$ cat src/rtl/hack_pkg.sv
// Shared definitions for the Hack CPU core: FSM states, instruction field
// positions, jump codes and the jump condition helper.
package hack_pkg;

    typedef enum logic [1:0] {
        FETCH,
        EXEC,
        WAIT_M
    } state_t;

    localparam int unsigned TYPE_BIT = 15;
    localparam int unsigned ABIT     = 12;
    localparam int unsigned COMP_HI  = 11;
    localparam int unsigned COMP_LO  = 6;
    localparam int unsigned DEST_HI  = 5;
    localparam int unsigned DEST_LO  = 3;
    localparam int unsigned JUMP_HI  = 2;
    localparam int unsigned JUMP_LO  = 0;

    localparam logic [2:0] JNULL = 3'b000;
    localparam logic [2:0] JGT   = 3'b001;
    localparam logic [2:0] JEQ   = 3'b010;
    localparam logic [2:0] JGE   = 3'b011;
    localparam logic [2:0] JLT   = 3'b100;
    localparam logic [2:0] JNE   = 3'b101;
    localparam logic [2:0] JLE   = 3'b110;
    localparam logic [2:0] JMP   = 3'b111;

    localparam logic [14:0] RESET_PC_DEFAULT = 15'd0;

    // Each code expands (lt&ng)|(eq&zr)|(gt&~ng&~zr) for its bit pattern.
    function automatic logic jump_taken(input logic [2:0] j, input logic zr, input logic ng);
        logic t;
        t = 1'b0;
        case (j)
            JNULL: t = 1'b0;
            JGT:   t = ~ng & ~zr;
            JEQ:   t = zr;
            JGE:   t = zr | (~ng & ~zr);
            JLT:   t = ng;
            JNE:   t = ng | (~ng & ~zr);
            JLE:   t = ng | zr;
            JMP:   t = ng | zr | (~ng & ~zr);
            default: t = 1'b0;
        endcase
        return t;
    endfunction

endpackage

$ cat src/rtl/alu.sv
// Hack ALU: optional zero/negate of each operand, add or and, optional
// negate of the result, plus zero and negative flags.
module alu (
    input  logic [15:0] x,
    input  logic [15:0] y,
    input  logic        zx,
    input  logic        nx,
    input  logic        zy,
    input  logic        ny,
    input  logic        f,
    input  logic        no,
    output logic [15:0] out,
    output logic        zr,
    output logic        ng
);
    logic [15:0] x1, x2, y1, y2, o;

    always_comb begin
        x1  = zx ? '0 : x;
        x2  = nx ? ~x1 : x1;
        y1  = zy ? '0 : y;
        y2  = ny ? ~y1 : y1;
        o   = f ? (x2 + y2) : (x2 & y2);
        out = no ? ~o : o;
        zr  = (out == '0);
        ng  = out[15];
    end

endmodule

$ cat src/rtl/hack_cpu.sv
// Hack CPU control/datapath: A, D, PC and IR registers, instruction decode,
// fetch/execute/memory-wait sequencing and jump resolution around the alu.
module hack_cpu
    import hack_pkg::*;
#(
    parameter logic [14:0] RESET_PC = RESET_PC_DEFAULT
) (
    input  logic        clk,
    input  logic        rst_n,
    input  logic [15:0] instr,
    input  logic        instr_valid,
    output logic [14:0] pc,
    input  logic [15:0] in_m,
    input  logic        in_m_valid,
    output logic        read_m,
    output logic [15:0] out_m,
    output logic        write_m,
    output logic [14:0] address_m
);
    state_t      state, state_nxt;
    logic [15:0] a_reg, d_reg, ir;
    logic [15:0] alu_out;
    logic        zr, ng;
    logic        is_c, a_bit;
    logic [5:0]  comp;
    logic [2:0]  dest, jump;
    logic        ir_load, a_exec, commit, jmp;

    assign is_c  = ir[TYPE_BIT];
    assign a_bit = ir[ABIT];
    assign comp  = ir[COMP_HI:COMP_LO];
    assign dest  = ir[DEST_HI:DEST_LO];
    assign jump  = ir[JUMP_HI:JUMP_LO];

    alu u_alu (
        .x   (d_reg),
        .y   (a_bit ? in_m : a_reg),
        .zx  (comp[5]),
        .nx  (comp[4]),
        .zy  (comp[3]),
        .ny  (comp[2]),
        .f   (comp[1]),
        .no  (comp[0]),
        .out (alu_out),
        .zr  (zr),
        .ng  (ng)
    );

    assign jmp       = jump_taken(jump, zr, ng);
    assign out_m     = alu_out;
    assign write_m   = commit & dest[0];
    assign address_m = a_reg[14:0];

    always_comb begin
        state_nxt = state;
        ir_load   = 1'b0;
        a_exec    = 1'b0;
        commit    = 1'b0;
        read_m    = 1'b0;
        case (state)
            FETCH: begin
                if (instr_valid) begin
                    ir_load   = 1'b1;
                    state_nxt = EXEC;
                end
            end
            EXEC: begin
                if (!is_c) begin
                    a_exec    = 1'b1;
                    state_nxt = FETCH;
                end else if (a_bit) begin
                    read_m = 1'b1;
                    if (in_m_valid) begin
                        commit    = 1'b1;
                        state_nxt = FETCH;
                    end else begin
                        state_nxt = WAIT_M;
                    end
                end else begin
                    commit    = 1'b1;
                    state_nxt = FETCH;
                end
            end
            WAIT_M: begin
                read_m = 1'b1;
                if (in_m_valid) begin
                    commit    = 1'b1;
                    state_nxt = FETCH;
                end
            end
            default: state_nxt = FETCH;
        endcase
    end

    // All commit writes sample the pre-commit A, so a jump alongside dest.A targets the old A.
    always_ff @(posedge clk or negedge rst_n) begin
        if (!rst_n) begin
            state <= FETCH;
            pc    <= RESET_PC;
            a_reg <= '0;
            d_reg <= '0;
            ir    <= '0;
        end else begin
            state <= state_nxt;
            if (ir_load) begin
                ir <= instr;
            end
            if (a_exec) begin
                a_reg <= {1'b0, ir[14:0]};
                pc    <= pc + 15'd1;
            end
            if (commit) begin
                if (dest[2]) a_reg <= alu_out;
                if (dest[1]) d_reg <= alu_out;
                pc <= jmp ? a_reg[14:0] : pc + 15'd1;
            end
        end
    end

endmodule

$ cat config.mk
export PLATFORM = sky130hd
export DESIGN_NAME = hack_cpu
export DESIGN_NICKNAME = d
export VERILOG_FILES = /design/src/rtl/hack_pkg.sv /design/src/rtl/alu.sv /design/src/rtl/hack_cpu.sv
export SDC_FILE = /design/constraint.sdc
export NUM_CORES = 1
export LEC_CHECK = 0
export ABC_AREA = 1
export ABC_CLOCK_PERIOD_IN_PS = 7970
export CAP_MARGIN = 15
export CORE_MARGIN = 2
export CORE_UTILIZATION = 60
export DETAILED_ROUTE_END_ITERATION = 10
export PLACE_DENSITY = 0.89
export SYNTH_ARGS = -nofsm -noshare
export SYNTH_HDL_FRONTEND = slang
export SYNTH_HIERARCHICAL = 1
export SYNTH_SLANG_ARGS = --single-unit
$ cat constraint.sdc
create_clock -name clk -period 7.97 [get_ports clk]
set_input_delay 1.1955 -clock clk [delete_from_list [all_inputs] [get_ports clk]]
set_output_delay 1.1955 -clock clk [all_outputs]
set_load 0.01 [all_outputs]
Yosys cells after proc, flatten, opt, wreduce, memory -nomap -nowiden
Cells that the tools add are included.
- $add $sub $neg: 2
- multipliers: 0
- div/mod/pow operators: 0
- magnitude comparators: 0
- equal/unequal tests: 11
- shift operators: 0
- mux-type cells: 31
- bitwise operators: 12
- reduce and logical (&&, ||, !) cells: 6
- operator list (cell ; number):
    16-bit two-way mux ; 10
    16-bit inverter ; 3
    15-bit two-way mux ; 3
    16-bit adder ; 1
    16-bit bitwise AND ; 1
    16-bit zero test ; 1
    15-bit by 1-bit adder with 15-bit output, second input constant ; 1
    3-bit equality test, second input constant ; 4
    2-bit two-way mux ; 5
    1-bit two-way mux ; 9
    1-bit case mux with 8 select lines ; 1
    3-bit by 2-bit equality test with 1-bit output, second input constant ; 2
    2-bit case mux with 3 select lines ; 1
    2-bit inequality test, second input constant ; 2
    1-bit OR ; 4
    1-bit case mux with 2 select lines ; 2
    2-bit AND reduction ; 2
    3-bit by 1-bit equality test with 1-bit output, second input constant ; 1
    3-bit zero test ; 1
    1-bit bitwise AND ; 2
    2-bit by 1-bit equality test with 1-bit output, second input constant ; 1
    2-bit equality test, second input constant ; 1
    2-bit zero test ; 1
    1-bit inverter ; 2
    2-bit nonzero test ; 1
- register bits after elaboration: 65
- bits in latches: 0
- bits in writable memories: 0
- ROM bits: 0
- word-level logic and storage cells: 67
- memories: 0

Logic depth before layout (Yosys ltp)
- depth after elaboration: 15
- depth in mapped cells: 32

By module
Netlist, hierarchy kept.
- by module, submodules not included (module ; times used ; cells an instance ; area each (sq um)):
    hack_cpu ; 1 ; 455 ; 3601.0
    alu ; 1 ; 419 ; 2089.5

Worst setup path after synthesis
No wires, ideal clock.
- path kind: input port to output port
- from: in in_m[0]
- to: out out_m[10]
- arrival time: 2.960 ns
- path slack: 3.814 ns
- stages on the path: 18
- buffers on the path: 0
- cells stage by stage: nand2_1 > o21ai_0 > nand2_1 > xor2_1 > inv_1 > ha_1 > fa_1 > nand3_1 > nand3_2 > nand2_1 > nand2_2 > nand2_1 > nand2_1 > nand2_1 > nand3_1 > nand2_1 > nand2_1 > nand2_1
- word-level cells in the longest chain between the ends: 8
- RTL lines (what ; line ; RTL):
    start, declared ; hack_cpu.sv:13 ; input logic [15:0] in_m,
    16-bit two-way mux (*) ; hack_cpu.sv:37 ; .y (a_bit ? in_m : a_reg),
    16-bit two-way mux (*) ; alu.sv:21 ; y1 = zy ? '0 : y;
    16-bit inverter ; alu.sv:22 ; y2 = ny ? ~y1 : y1;
    16-bit two-way mux (*) ; alu.sv:22 ;
    16-bit adder (*) ; alu.sv:23 ; o = f ? (x2 + y2) : (x2 & y2);
    16-bit two-way mux (*) ; alu.sv:23 ;
    16-bit inverter ; alu.sv:24 ; out = no ? ~o : o;
    16-bit two-way mux (*) ; alu.sv:24 ;
    end, declared ; hack_cpu.sv:16 ; output logic [15:0] out_m,
Mark *: on every way between the ends. The rest lies on a longest branch, timed or not.

Worst setup path in the final report
Same ends and word-level chain as after synthesis.

==> run metrics <==
run status=complete, no violations; RePlAce Congestion=0.958; Die W=101 µm; Yosys top cell area share=28.6%; critical path class=in -> out; CP Launch Point=in_m[0]; Top FF cell, synth=dfrtp_1; Detail Route Antenna Nets=0; critical path fanouts, max=4; initial antenna violation count=0; RR Startpoint=ir[12]; I/O pin count=84; R2R Path End=pc[7]; worst-path cell chain=clkdlybuf4s50_1 -> nand2_1 -> o21ai_0 -> nand2_1 -> xor2_1 -> inv_1 -> ha_1 -> fa_1 -> nand3_1 -> nand3_2 -> nand2_1 -> nand2_2 -> nand2_1 -> nand2_1 -> nand2_1 -> nand3_1 -> nand2_1 -> nand2_1 -> nand2_1 -> clkdlybuf4s50_1; Slew headroom=29.4%; Worst path max stage delay=0.56 ns; DR WL/cell=14.2 µm; top cell type by total area after synthesis=dfrtp_1; critical path's slowest cell=clkdlybuf4s50_1; postcts setup bufs=0; post-cts resize count=0; YS warnings=6; Bufs and invs on worst path=3; vias in the first global route=5215; crit start category=primary input; Worst Skew=0.0132 ns; clk buf depth=2; layout cells sized above 1=6.24%; CP endpoint kind=output pin; flop2flop setup slack=2.98 ns; Worst EP arrival=4.32 ns; Hold Buf Count CTS=0; fin nets=981; top cells by area, synth=dfrtp_1 29%, nand2_1 20%, inv_1 8.9%; htree depth=3; # clock sinks=65; GRT overflow=0; Ant. Diodes=0; Area growth syn-to-layout=15.5%; DRT Pass-1 Iters=6; Via Count=5668; FP Rows=35; clk_lat worst skew=0.36 ns; register area share after synthesis=28.6%; Hold Fails Final Rpt=0; worst slew pin tran=1.06 ns; r2r worst-path depth=24; Setup-failing EPs final=0; fin crit period=5.51 ns; setup TNS=0 ns; Die ar.=0.0103 mm²; Synth Register Bits=65; detailed placement HPWL=10.9 mm; Hold Path Class=reg -> reg; CTS tree=built; Core ar.=0.00924 mm²; maximum clock frequency=181 MHz; Initial Util=61.6%; syn nets=931; hold path start=d_reg[5]; DR DRC count=0; Post-Synthesis Cell Area=0.00569 mm²; number of synthesized flops with an enable pin=0; first-pass GRT wire length=24.7 mm; worst setup path end=out_m[10]; largest net degree at the start of global routing=66; CP top delay family=simple AND/OR/NAND/NOR gates; Crit. path cell count=20; PortBufs=83; ys async rst share=100%; Clock transition at path regs=0.08 ns; synthesized area per cell=6.51 µm²; Die H=101 µm; Unique masters post-synth=39; GRT Total Usage=30.4%; Via-to-Cell Ratio=5.36; CP dominant cell by count=nand2_1; Routed WL=15.0 mm; max-cap viol count=0; Req. time, crit path=6.77 ns; number of DRC markers in iteration 0=521; RSZ-0062 raised after global routing=no; fin. max-slew vios=0; root buffer cell=clkbuf_8; Tcrit/Tclk final=69.2%; cells after synthesis=874; cts bufs inserted=9
[worst min-delay path by stage]
stage | end | slack [ns] | depth (start not counted)
after CTS | d_reg[5] | 0.48 | 2
after global placement | d_reg[5] | 0.46 | 2
after floorplan | d_reg[5] | 0.44 | 2
after detailed placement | d_reg[5] | 0.46 | 2
final | d_reg[5] | 0.48 | 2
after global routing | d_reg[7] | 0.51 | 2
[synth_stat cells (7+ instances only)]
| library cell | number |
|---|---|
| nand2_1 | 303 |
| nand4_1 | 9 |
| o21ai_0 | 43 |
| buf_2 | 11 |
| nand3_1 | 93 |
| dfrtp_1 | 65 |
| o21ai_1 | 24 |
| inv_1 | 135 |
| ha_1 | 20 |
| nor2_1 | 35 |
| nand2_2 | 7 |
| buf_4 | 17 |
| clkbuf_1 | 8 |
| xor2_1 | 34 |
| mux2_2 | 16 |
| a21oi_1 | 11 |
[through the flow]
stage | setup WS [ns] | std cells | utilization [%] | cell area, µm² | hold WS (ns)
finish | 2.46 | 1058 | 71.1 | 6570 | 0.485
global placement | 2.57 | 1042 | 69.0 | 6370 | 0.459
floorplan | 3.81 | 874 | - | 5690 | 0.442
detailed placement | 2.49 | 1042 | 69.0 | 6370 | 0.463
CTS | 2.47 | 1058 | 71.1 | 6570 | 0.484
global route | 2.19 | 1058 | 71.1 | 6570 | 0.514
[cell type report]
type	instances	area, µm²
Clock buffer	9	124
Clock inverter	7	76.3
Fill cell	758	2670
Inverter	141	532
Multi-Input combinational cell	622	3210
Sequential cell	65	1630
Tap cell	129	161
Timing Repair Buffer	85	841
[routing by layer]
metal	routed length (µm)	GRT usage [%]	up-vias
li1	-	-	2801
met1	6450	41.0	2589
met2	7010	48.6	231
met3	1000	4.97	47
met4	519	13.0	0
met5	0	0	-
[cells in the final DEF (no fill, tap or decap), drive strengths merged]
cell type and count:
a21boi 1, a21oi 11, and2 1, and3 1, buf 3, bufinv 1
clkbuf 9, clkdlybuf4s50 82, clkinv 4, clkinvlp 2, dfrtp 65, fa 1
ha 20, inv 141, mux2 16, nand2 314, nand3 96, nand3b 3
nand4 9, nor2 38, nor3 1, o211ai 1, o21ai 67, o22ai 1
o31ai 1, or2 1, xnor2 5, xor2 34
[worst register-to-register path, stage by stage (launching register included)]
cell	delay (ns)
dfrtp_1	1.05
o21ai_0	0.23
nand2_1	0.12
xor2_1	0.15
inv_1	0.07
ha_1	0.23
fa_1	0.49
nand2_1	0.05
nand2_1	0.12
xor2_1	0.20
nand2_1	0.09
nor2_1	0.11
nand3_1	0.10
nor2_1	0.12
nand3_1	0.08
nor2_1	0.16
nand2_1	0.08
nor2_1	0.21
nor2_1	0.08
nand2_1	0.06
nand3_1	0.43
nand2_4	0.38
nand3_1	0.10
nand3_1	0.10
nand2_1	0.07
[cell families after synthesis]
kind of cell,count (synthesis),share of synthesized area (%)
simple gates,464,35.2
buf+inv,187,15.0
compound gates,82,7.37
flops,65,28.6
xor+xnor,39,6.00
fa+ha+maj,21,4.75
mux,16,3.17
Power is not shown: default switching activity piles up to over one toggle a cycle in this logic, so the estimate is an artifact.
